$ cat config.mk
export PLATFORM = sky130hd
export DESIGN_NAME = wb_arbiter
export DESIGN_NICKNAME = d
export VERILOG_FILES = /design/src/rtl/wb_pkg.sv /design/src/rtl/wb_scoreboard.sv /design/src/rtl/wb_arbiter.sv
export SDC_FILE = /design/constraint.sdc
export NUM_CORES = 1
export LEC_CHECK = 0
export ABC_CLOCK_PERIOD_IN_PS = 3600
export BUFFER_PORTS_ARGS = -buffer_cell sky130_fd_sc_hd__buf_2
export CELL_PAD_IN_SITES_DETAIL_PLACEMENT = 1
export CELL_PAD_IN_SITES_GLOBAL_PLACEMENT = 2
export CORE_AREA = 2 2 123 125
export DETAILED_ROUTE_END_ITERATION = 7
export DIE_AREA = 0 0 125 127
export MAX_ROUTING_LAYER = met4
export PLACE_DENSITY = 0.8
export SLEW_MARGIN = 20
export SYNTH_ARGS = -nofsm -noshare
export SYNTH_HDL_FRONTEND = slang
export SYNTH_SLANG_ARGS = --single-unit
$ cat constraint.sdc
create_clock -name r_clk -period 3.6 [get_ports r_clk]
set_clock_uncertainty 0.2 [all_clocks]
set_input_delay 1.08 -clock r_clk [delete_from_list [all_inputs] [get_ports r_clk]]
set_output_delay 1.08 -clock r_clk [all_outputs]
set_load 0.02 [all_outputs]
$ cat src/rtl/wb_pkg.sv
// Shared defaults and grant encoding for the writeback arbiter and its scoreboard.
package wb_pkg;

    localparam int DWIDTH_DEF       = 32;
    localparam int AWIDTH_DEF       = 5;
    localparam int STARVE_LIMIT_DEF = 4;
    localparam int CNT_W            = 4;

    typedef enum logic [1:0] {
        GNT_NONE = 2'd0,
        GNT_ALU  = 2'd1,
        GNT_LD   = 2'd2
    } gnt_e;

endpackage

$ cat src/rtl/wb_scoreboard.sv
// Pending-load scoreboard: one busy bit per register, set on load issue and
// cleared on load writeback. Lookups read the registered state only.
import wb_pkg::*;

module wb_scoreboard #(
    parameter int AWIDTH = AWIDTH_DEF
) (
    input  logic              r_clk,
    input  logic              r_rst,
    input  logic              set_valid,
    input  logic [AWIDTH-1:0] set_rd,
    input  logic              clr_valid,
    input  logic [AWIDTH-1:0] clr_rd,
    input  logic [AWIDTH-1:0] chk_rs1,
    input  logic [AWIDTH-1:0] chk_rs2,
    input  logic [AWIDTH-1:0] chk_rd,
    output logic              busy_rs1,
    output logic              busy_rs2,
    output logic              busy_rd
);

    localparam int NREG = 1 << AWIDTH;

    logic [NREG-1:0] busy_q;
    logic [NREG-1:0] busy_d;

    // Set is applied after clear so a same-cycle reissue stays pending.
    always_comb begin
        busy_d = busy_q;
        if (clr_valid) begin
            busy_d[clr_rd] = 1'b0;
        end
        if (set_valid) begin
            busy_d[set_rd] = 1'b1;
        end
        busy_d[0] = 1'b0;
    end

    always_ff @(posedge r_clk or negedge r_rst) begin
        if (!r_rst) begin
            busy_q <= '0;
        end else begin
            busy_q <= busy_d;
        end
    end

    assign busy_rs1 = busy_q[chk_rs1];
    assign busy_rs2 = busy_q[chk_rs2];
    assign busy_rd  = busy_q[chk_rd];

endmodule

$ cat src/rtl/wb_arbiter.sv
// Writeback arbiter: picks the ALU or a load response each cycle, registers the
// winner onto the register-file write port and forces loads through after starvation.
import wb_pkg::*;

module wb_arbiter #(
    parameter int DWIDTH       = DWIDTH_DEF,
    parameter int AWIDTH       = AWIDTH_DEF,
    parameter int STARVE_LIMIT = STARVE_LIMIT_DEF
) (
    input  logic              r_clk,
    input  logic              r_rst,
    input  logic              alu_valid,
    input  logic [AWIDTH-1:0] alu_rd,
    input  logic [DWIDTH-1:0] alu_data,
    output logic              alu_hold,
    input  logic              ld_valid,
    input  logic [AWIDTH-1:0] ld_rd,
    input  logic [DWIDTH-1:0] ld_data,
    output logic              ld_ready,
    input  logic              iss_ld_valid,
    input  logic [AWIDTH-1:0] iss_ld_rd,
    input  logic [AWIDTH-1:0] chk_rs1,
    input  logic [AWIDTH-1:0] chk_rs2,
    input  logic [AWIDTH-1:0] chk_rd,
    output logic              busy_rs1,
    output logic              busy_rs2,
    output logic              busy_rd,
    output logic              wb_we,
    output logic [AWIDTH-1:0] wb_addr_rd,
    output logic [DWIDTH-1:0] wb_data_rd
);

    // Handshake: a load response transfers in any cycle with ld_valid && ld_ready;
    // an ALU result transfers when alu_valid && !alu_hold, otherwise upstream holds it.

    localparam logic [CNT_W-1:0] LIMIT = CNT_W'(STARVE_LIMIT);

    logic [CNT_W-1:0]  starve_cnt;
    logic [CNT_W-1:0]  starve_d;
    logic              ld_force;
    gnt_e              gnt;
    logic [AWIDTH-1:0] gnt_rd;
    logic [DWIDTH-1:0] gnt_data;

    assign ld_force = (starve_cnt == LIMIT) && ld_valid;
    assign ld_ready = !alu_valid || ld_force;
    assign alu_hold = alu_valid && ld_force;

    always_comb begin
        gnt      = GNT_NONE;
        gnt_rd   = alu_rd;
        gnt_data = alu_data;
        if (ld_valid && (!alu_valid || ld_force)) begin
            gnt      = GNT_LD;
            gnt_rd   = ld_rd;
            gnt_data = ld_data;
        end else if (alu_valid) begin
            gnt = GNT_ALU;
        end
    end

    // Counts consecutive cycles a waiting load lost to the ALU.
    always_comb begin
        starve_d = starve_cnt;
        if (!ld_valid || gnt == GNT_LD) begin
            starve_d = '0;
        end else if (alu_valid && !ld_force && starve_cnt != LIMIT) begin
            starve_d = starve_cnt + 1'b1;
        end
    end

    always_ff @(posedge r_clk or negedge r_rst) begin
        if (!r_rst) begin
            starve_cnt <= '0;
            wb_we      <= 1'b0;
            wb_addr_rd <= '0;
            wb_data_rd <= '0;
        end else begin
            starve_cnt <= starve_d;
            wb_we      <= (gnt != GNT_NONE) && (gnt_rd != '0);
            if ((gnt != GNT_NONE) && (gnt_rd != '0)) begin
                wb_addr_rd <= gnt_rd;
                wb_data_rd <= gnt_data;
            end
        end
    end

    wb_scoreboard #(
        .AWIDTH (AWIDTH)
    ) u_scoreboard (
        .r_clk     (r_clk),
        .r_rst     (r_rst),
        .set_valid (iss_ld_valid),
        .set_rd    (iss_ld_rd),
        .clr_valid (gnt == GNT_LD),
        .clr_rd    (ld_rd),
        .chk_rs1   (chk_rs1),
        .chk_rs2   (chk_rs2),
        .chk_rd    (chk_rd),
        .busy_rs1  (busy_rs1),
        .busy_rs2  (busy_rs2),
        .busy_rd   (busy_rd)
    );

endmodule

; Word-level counts from Yosys, hierarchy flattened
; Index checks and enable logic that the tools add are counted.
[op_classes]
add_sub_neg = 1
n_bitwise = 3
n_eq_ne = 3
order_cmp = 7
n_mux = 18
n_reduce_logical = 16
[ops]
columns = operator, count
row1 = 32-bit two-way mux, 3
row2 = 32-bit AND, 1
row3 = 32-bit inverter, 1
row4 = 32-bit bitwise OR, 1
row5 = 5-bit by 6-bit < comparator with 1-bit output (second input constant), 5
row6 = 1-bit binary-select mux with 5-bit select, 3
row7 = 1-bit demux with 5-bit select, 2
row8 = 5-bit by 1-bit greater-or-equal comparator with 1-bit output (second input constant), 2
row9 = 1-bit logical AND, 8
row10 = 4-bit two-way mux, 2
row11 = 1-bit two-way mux, 6
row12 = 5-bit two-way mux, 1
row13 = 5-bit nonzero test, 1
row14 = 4-bit by 1-bit adder with 4-bit output (second input constant), 1
row15 = 4-bit by 3-bit == test with 1-bit output (second input constant), 1
row16 = 4-bit by 3-bit != test with 1-bit output (second input constant), 1
row17 = 2-bit nonzero test, 2
row18 = 1-bit zero test, 3
row19 = 2-bit == test (second input constant), 1
row20 = 1-bit logical OR, 2
row21 = 2-bit two-way mux, 1
[word_totals]
input_bits = 99
ff_bits = 73
out_inout_bits = 43

; Logic depth before layout (Yosys ltp)
; Gate-level depths: netlist of run 1.
[logic_depth]
depth_word = 9
mapped_depth = 7

; Hierarchy
; From an unflattened synthesis of run 1, not the netlist that was laid out.
[hier_totals]
hier_cells = 385
hier_area_um2 = 4345.4
[by_module_without_submodules]
columns = mod, area_per_inst_um2, instances, cells_each
row1 = wb_scoreboard, 2174.6, 1, 229
row2 = wb_arbiter, 2170.8, 1, 156

; Worst setup path after synthesis of run 1
; Ideal clock, no wire load.
[synth_timing]
kind = input -> output
from = input chk_rd[0]
to = output busy_rd
slack_ns = -0.045
t_arrival_ns = 2.365
cell_stages = 5
n_path_buf = 1
required_time_ns = 2.320
cell_sequence = clkbuf_1 mux4_2 nand2b_1 o211ai_1 nand4_1
[synth_between]
elab_chain_len = 2
[synth_lines]
columns = item, line_no
row1 = from (decl), wb_arbiter.sv:24  ; input logic [AWIDTH-1:0] chk_rd,
row2 = 1-bit binary-select mux with 5-bit select, wb_scoreboard.sv:49  ; assign busy_rd = busy_q[chk_rd];
row3 = 1-bit two-way mux (not written as such), wb_scoreboard.sv:49
row4 = to (decl), wb_arbiter.sv:27  ; output logic busy_rd,
; Every way passes these cells. The select of a mux whose other input is x is not followed.

; Final worst setup path of run 1
[layout_timing]
from = input chk_rs1[0]
to = output busy_rs1
[layout_between]
elab_chain_len = 2
[layout_lines]
columns = item, line_no
row1 = from (decl), wb_arbiter.sv:22  ; input logic [AWIDTH-1:0] chk_rs1,
row2 = 1-bit binary-select mux with 5-bit select, wb_scoreboard.sv:47  ; assign busy_rs1 = busy_q[chk_rs1];
row3 = 1-bit two-way mux (not written as such), wb_scoreboard.sv:47
row4 = to (decl), wb_arbiter.sv:25  ; output logic busy_rs1,
; Every way passes these cells. The select of a mux whose other input is x is not followed.

==> impl_metrics.py, run 1 <==
metrics = {
    "sta": {
        "hold_viol": 0,
        "setup_viol_count_final": 0,
        "min_period_over_period_pct": 98.0,
        "max_slew_margin_pct": 52.3,
        "setup_ws_ns": 0.0712,
        "rsz0062_at_grt": "no",
        "setup_tns_ns": 0,
        "slew_viol_final": 0,
        "fmax_mhz": 283,
        "worst_slew_pin_slew_ns": 0.711,
        "fin_crit_ns": 3.53,
    },
    "routing": {
        "drtPass1Iterations": 4,
        "ant_nets": 0,
        "drt_iter0_drc": 145,
        "totalWireLength_um": 14700,
        "via_per_inst": 5.34,
        "wl_per_cell_um": 20.1,
        "vias": 3891,
        "drc_errors": 0,
    },
    "finish": {
        "nNetsFinal": 639,
        "drive_above_1_share_pct": 47.3,
        "final_cells": 728,
        "design_area_mm2": 0.00584,
        "area_delta_synth_final_pct": 28.8,
    },
    "critical_path": {
        "slowest_delay_ns": 0.48,
        "worst_setup_path_end_kind": "primary output",
        "path_class": "in -> out",
        "critPathTopFamily": "multiplexers",
        "required_ns": 2.32,
        "r2r_setup_slack_ns": 1.06,
        "cp-start-kind": "primary input",
        "crit_chain": "clkbuf_4 -> mux4_2 -> nand2b_1 -> o211ai_1 -> nand4_1 -> buf_4",
        "crit_buf_inv": 2,
        "cp_slowest_cell": "mux4_2",
        "cp.arrival_ns": 2.25,
        "crit_fanout": 4,
    },
    "clock_network": {
        "cts_buffer_depth": 2,
        "cts_tree": "yes",
        "holdBufCountCts": 0,
        "cts-root-buf": "clkbuf_16",
        "cts_htree_levels": 3,
        "clock_sinks": 73,
        "numCtsBuffers": 9,
        "clkLatencyLatePin_ns": 0.33,
        "cts.reportedPaths.clkPinSlew_ns": 0.06,
    },
    "die": {
        "rows": 44,
        "ios": 142,
        "dieArea_mm2": 0.0159,
        "initial_core_util_pct": 31.4,
        "coreArea_mm2": 0.0144,
        "die_h_um": 127,
        "die_w_um": 125,
    },
    "placement": {
        "placedInstanceArea_mm2": 0.00547,
        "post-place-ws_ns": -0.0312,
        "port_buffers": 141,
        "place_inst": 711,
        "dp_hpwl_um": 11400,
        "place.gp.congestion": 0.874,
    },
    "global_route": {
        "track_usage_pct": 19.2,
        "grt_pass1_wl_um": 23200,
        "grt_pass1_vias": 4287,
        "met1_usage_pct": 24.0,
        "grt_remaining_overflow": 0,
        "antenna_found_initial": 1,
        "grt_use_met2_pct": 30.7,
        "grt_max_degree": 45,
        "grt_most_used_layer": "met2",
        "met3_usage_pct": 4.27,
    },
    "logic_synthesis": {
        "synth_seq_cells": 73,
        "synth_edf_count": 0,
        "async_flop_share_pct": 100,
        "syn_inst": 398,
        "synth_cell_types": 44,
        "synthMuxAreaShare_pct": 30.7,
        "synthFlopType": "dfrtp_1",
        "yosysSeqAreaShare_pct": 40.3,
        "syn_nets": 499,
        "syn_avg_cell_area_um2": 11.4,
        "synth_top_family_by_area": "multiplexers",
        "synth-adder-area-share_pct": 0.552,
        "netlist_area_mm2": 0.00453,
        "synth-compound-area-share_pct": 13.3,
        "synth_xor_area_share_pct": 0.386,
        "synth-simple-area-share_pct": 11.7,
        "ys_warn_count": 0,
    },
    "flow_run": {
        "maxCapViolations": 0,
    },
    "hold_path": {
        "worstHoldPathType": "reg -> reg",
    },
    "run_status": {
        "outcome": "completed",
    },
    "power_and_ir_drop": {
        "powerDensity_mw_per_mm2": 486,
        "ir_worst_vdd_mv": 0.258,
        "p_leak_uw": 0.00269,
    },
}
-- flip-flops by register name (all words and copies together) (netlist names) --
register,count
starve_cnt,4
wb_we,1
wb_data_rd,32
wb_addr_rd,5
u_scoreboard.busy_q,31
-- worst paths after layout --
path / startpoint / depth (start not counted) / to
max: chk_rs1[0] / 6 / busy_rs1
min: starve_cnt[0] / 1 / starve_cnt[0]
max reg2reg: starve_cnt[0] / 7 / wb_addr_rd[0]
min reg2reg: starve_cnt[0] / 1 / starve_cnt[0]
max in group asynchronous: r_rst / 2 / wb_data_rd[11]
min in group asynchronous: r_rst / 1 / wb_data_rd[4]
-- cell families (layout without fill, tap and decap cells) --
| logic type | Yosys count | after routing |
|---|---|---|
| muxes | 108 | 108 |
| and+or+nand+nor | 97 | 97 |
| AOI/OAI and AO/OA | 86 | 86 |
| DFF | 73 | 73 |
| buffers and inverters | 30 | 175 |
| adders and majority gates | 2 | 2 |
| xor gates and xnor gates | 2 | 2 |
| other | 0 | 1 |
-- metal layers --
metal / up-vias / wire length [um] / share of wire, %
li1: 1775 / - / -
met1: 1924 / 6470 / 44
met2: 164 / 6840 / 47
met3: 28 / 1050 / 7.1
met4: 0 / 311 / 2.1
met5: - / 0 / 0
-- layout by cell type, fill, tap and decap left out, types with 7 or more instances in the layout --
| cell | Yosys | final |
|---|---|---|
| nand3_1 | 18 | 18 |
| buf_2 | 4 | 135 |
| nand3b_1 | 7 | 7 |
| nand2b_1 | 9 | 8 |
| nand2_1 | 21 | 21 |
| a22o_1 | 15 | 15 |
| dfrtp_1 | 73 | 73 |
| mux2_2 | 41 | 41 |
| nor3b_1 | 7 | 7 |
| nor2_1 | 14 | 14 |
| inv_1 | 8 | 8 |
| mux2i_1 | 29 | 29 |
| a21oi_1 | 9 | 9 |
| o21ai_0 | 28 | 28 |
| a211oi_1 | 8 | 8 |
| clkbuf_16 | 0 | 9 |
| mux2_4 | 29 | 29 |
| buf_4 | 0 | 10 |
| mux4_2 | 9 | 9 |
-- report_power, final --
group,internal [uW],switching [uW]
Clock,628,352
Sequential,963,176
Combinational,368,351
Total,1960,879
-- final cells by class --
| class | count | area (um^2) |
|---|---|---|
| Antenna cell | 1 | 2.50 |
| Clock buffer | 10 | 239 |
| Clock inverter | 6 | 91.3 |
| Fill cell | 1663 | 8580 |
| Inverter | 8 | 30.0 |
| Multi-Input combinational cell | 295 | 2590 |
| Sequential cell | 73 | 1830 |
| Tap cell | 184 | 230 |
| Timing Repair Buffer | 151 | 832 |
-- Yosys cell counts, drive strengths merged, types with 7 or more instances --
cell type / instances / area [um^2]
nand3: 18 / 90.1
nor2: 14 / 52.6
nor3b: 7 / 52.6
nand2b: 9 / 56.3
mux2: 70 / 897
a21oi: 9 / 45.0
clkbuf: 12 / 45.0
buf: 10 / 65.1
dfrtp: 73 / 1830
a211oi: 8 / 60.1
inv: 8 / 30.0
nand2: 22 / 90.1
a22o: 15 / 131
mux2i: 29 / 290
o21ai: 29 / 149
mux4: 9 / 203
nand3b: 7 / 52.6
-- metrics by stage --
stage	util, %	power (uW)	hold slack, ns
after floorplan	-	1540	0.254
after global routing	40.5	2970	0.327
after detailed placement	37.9	1860	0.286
final	40.5	2840	0.291
after CTS	40.2	2850	0.294
after global placement	37.9	1830	0.278
-- timing repair --
action	CTS	global route
pin swaps	0	3
gates resized for setup	2	10
buffers inserted	0	0
setup endpoints to repair	1	3
No activity file was read; power rests on OpenSTA's default activity.
==> run 2: changes to the inputs <==
Settings changed: CORE_AREA 2 2 123 125 to 2 2 141 109, DIE_AREA 0 0 125 127 to 0 0 143 111.
==> run 2 against run 1 <==
  * Sequential power about the same
  * Core utilization is 1.1 points lower
  * Final cell count is 2.5% higher
  * Design area down 0.92%
  * Maximum frequency shrank 1.1%
  * Critical path depth stayed put
  * Critical path type unchanged
  * Sequential share of layout area up 0.29 points
  * Flip-flop and latch count unchanged
  * Clock-buffer cell count rose by 2
  * Worst hold slack improved by 0.010 ns
==> impl_metrics.py, run 2 (same netlist as run 1, synthesis figures left out) <==
metrics = {
    "run_status": {
        "outcome": "completed",
    },
    "hold_path": {
        "worstHoldPathType": "reg -> reg",
        "hold_start": "starve_cnt[0]",
    },
    "power_and_ir_drop": {
        "p_total_uw": 2680,
        "power.share.clock_pct": 30.6,
        "ir_worst_vdd_mv": 0.216,
        "powerDensity_mw_per_mm2": 463,
        "combPwrFrac_pct": 26.8,
        "power_switching_uw": 864,
        "p_int_uw": 1820,
        "p_sw_share_pct": 32.2,
        "p_leak_uw": 0.00265,
        "p_seq_share_pct": 42.6,
    },
    "critical_path": {
        "required_ns": 2.32,
        "r2r_setup_slack_ns": 0.82,
        "r2r-start": "starve_cnt[0]",
        "slowest_delay_ns": 0.48,
        "rr_worst_depth": 6,
        "crit_fanout": 4,
        "cp_slowest_cell": "mux4_2",
        "crit_chain": "clkbuf_4 -> mux4_2 -> nand2b_1 -> o211ai_1 -> nand4_1 -> buf_6",
        "crit_end": "busy_rd",
        "r2r_end": "wb_data_rd[30]",
        "worst_setup_path_end_kind": "primary output",
        "critPathTopFamily": "multiplexers",
        "cp.arrival_ns": 2.29,
        "cp-start-kind": "primary input",
        "cp-startpoint": "chk_rd[0]",
        "path_class": "in -> out",
        "crit_cells": 6,
        "crit_buf_inv": 2,
    },
    "die": {
        "die_w_um": 143,
        "die_h_um": 111,
        "dieArea_mm2": 0.0159,
        "coreArea_mm2": 0.0147,
        "initial_core_util_pct": 30.9,
        "ios": 142,
        "rows": 39,
    },
    "finish": {
        "antenna_cells": 0,
        "largest_reg_flops": 32,
        "ff_latch_area_mm2": 0.00183,
        "drive_above_1_share_pct": 47.1,
        "design_area_mm2": 0.00579,
        "nNetsFinal": 637,
        "area_delta_synth_final_pct": 27.6,
        "fillCellCount": 1655,
        "multiInputGateArea_mm2": 0.00260,
        "mostFrequentLayoutCells": "buf_2 (135), dfrtp_1 (73), mux2_2 (41)",
        "final_common_cell": "buf_2",
        "reg.largest.list": "wb_data_rd: 32 flops, u_scoreboard.busy_q: 31 flops, wb_addr_rd: 5 flops",
        "largest-register": "wb_data_rd",
    },
    "sta": {
        "hold_viol": 0,
        "fmax_mhz": 280,
        "min_period_over_period_pct": 99.1,
        "max_slew_margin_pct": 52.0,
        "setup_viol_count_final": 0,
        "fin_crit_ns": 3.57,
        "slew_viol_final": 0,
        "rsz0062_at_grt": "no",
        "worst_slew_pin_slew_ns": 0.716,
    },
    "global_route": {
        "track_usage_pct": 19.0,
        "grt_remaining_overflow": 0,
        "grt_pass1_vias": 4153,
        "grt_max_degree": 37,
        "antenna_found_initial": 0,
        "grt_pass1_wl_um": 22600,
    },
    "routing": {
        "vias": 3846,
        "wl_met2_um": 6350,
        "met1_length_um": 6630,
        "drtPass1Iterations": 4,
        "top_layer_used": "met4",
        "ant_nets": 0,
        "totalWireLength_um": 14200,
        "wl_met3_um": 1120,
        "drt_iter0_drc": 129,
        "wl_per_cell_um": 19.1,
        "drc_errors": 0,
        "via_per_inst": 5.16,
    },
    "clock_network": {
        "cts_htree_levels": 3,
        "post-cts-setup-buffers": 0,
        "clock_sinks": 73,
        "cts_buffer_depth": 2,
        "numCtsBuffers": 9,
        "holdBufCountCts": 0,
        "cts_tree": "yes",
        "cts.reportedPaths.clkPinSlew_ns": 0.05,
        "cts-root-buf": "clkbuf_16",
        "clkLatencyLatePin_ns": 0.33,
    },
    "flow_run": {
        "maxCapViolations": 0,
    },
    "placement": {
        "dp_hpwl_um": 11300,
        "port_buffers": 141,
        "place.gp.congestion": 0.868,
        "placedInstanceArea_mm2": 0.00545,
    },
}
[run 2: cell count changes in the layout (fill, tap and decap cells not counted), sizes merged]
cell / change
clkinv: -2
bufinv: -2
diode: -1
buf: -2
clkinvlp: +2
clkbuf: +2
[run 2: power by group through the flow]
stage                     clock network (uW)  logic, uW  registers, uW
after floorplan                            0        408           1130
after global placement                     0        685           1140
after detailed placement                   0        704           1150
after CTS                                848        707           1140
after global routing                     874        784           1160
final                                    822        718           1140
[run 2: timing repair]
item                                    CTS  global route
pin swaps                                 1             6
resized for setup                         2            13
endpoints found under the setup margin    1             3
endpoints found under the hold margin     0             0
[run 2: through the flow]
| step | util (%) | hold WS, ns | setup TNS (ns) | setup slack [ns] | cells |
|---|---|---|---|---|---|
| 2_1_floorplan | - | 0.254 | 0 | 0.0781 | 398 |
| 3_3_place_gp | 37.1 | 0.275 | -0.00804 | -0.00804 | 730 |
| 3_5_place_dp | 37.1 | 0.291 | -0.0333 | -0.0333 | 730 |
| 4_1_cts | 39.0 | 0.304 | 0 | 0.00557 | 746 |
| 5_1_grt | 39.4 | 0.324 | 0 | 0.000852 | 746 |
| 6_report | 39.4 | 0.301 | 0 | 0.0307 | 746 |
[run 2: worst min-delay path by stage]
stage | slack [ns] | to | cells past startpoint
floorplan | 0.25 | starve_cnt[0] | 1
global placement | 0.28 | starve_cnt[0] | 1
detailed placement | 0.29 | wb_data_rd[27] | 1
CTS | 0.30 | wb_data_rd[27] | 1
global route | 0.32 | starve_cnt[0] | 1
finish | 0.30 | starve_cnt[0] | 1
[run 2: cell type report]
| class | count | area share, % |
|---|---|---|
| multi-input cells | 295 | 45.0 |
| flip-flops and latches | 73 | 31.6 |
| repair buffers | 149 | 13.8 |
| well taps | 205 | 4.43 |
| clock buffers | 12 | 4.26 |
| inverters | 8 | 0.519 |
| clock inverters | 4 | 0.497 |
[run 2: layer usage]
metal | track usage (%) | vias up
met5 | - | -
met4 | 4.36 | 0
met3 | 3.93 | 13
met2 | 28.2 | 165
met1 | 26.8 | 1899
li1 | - | 1769
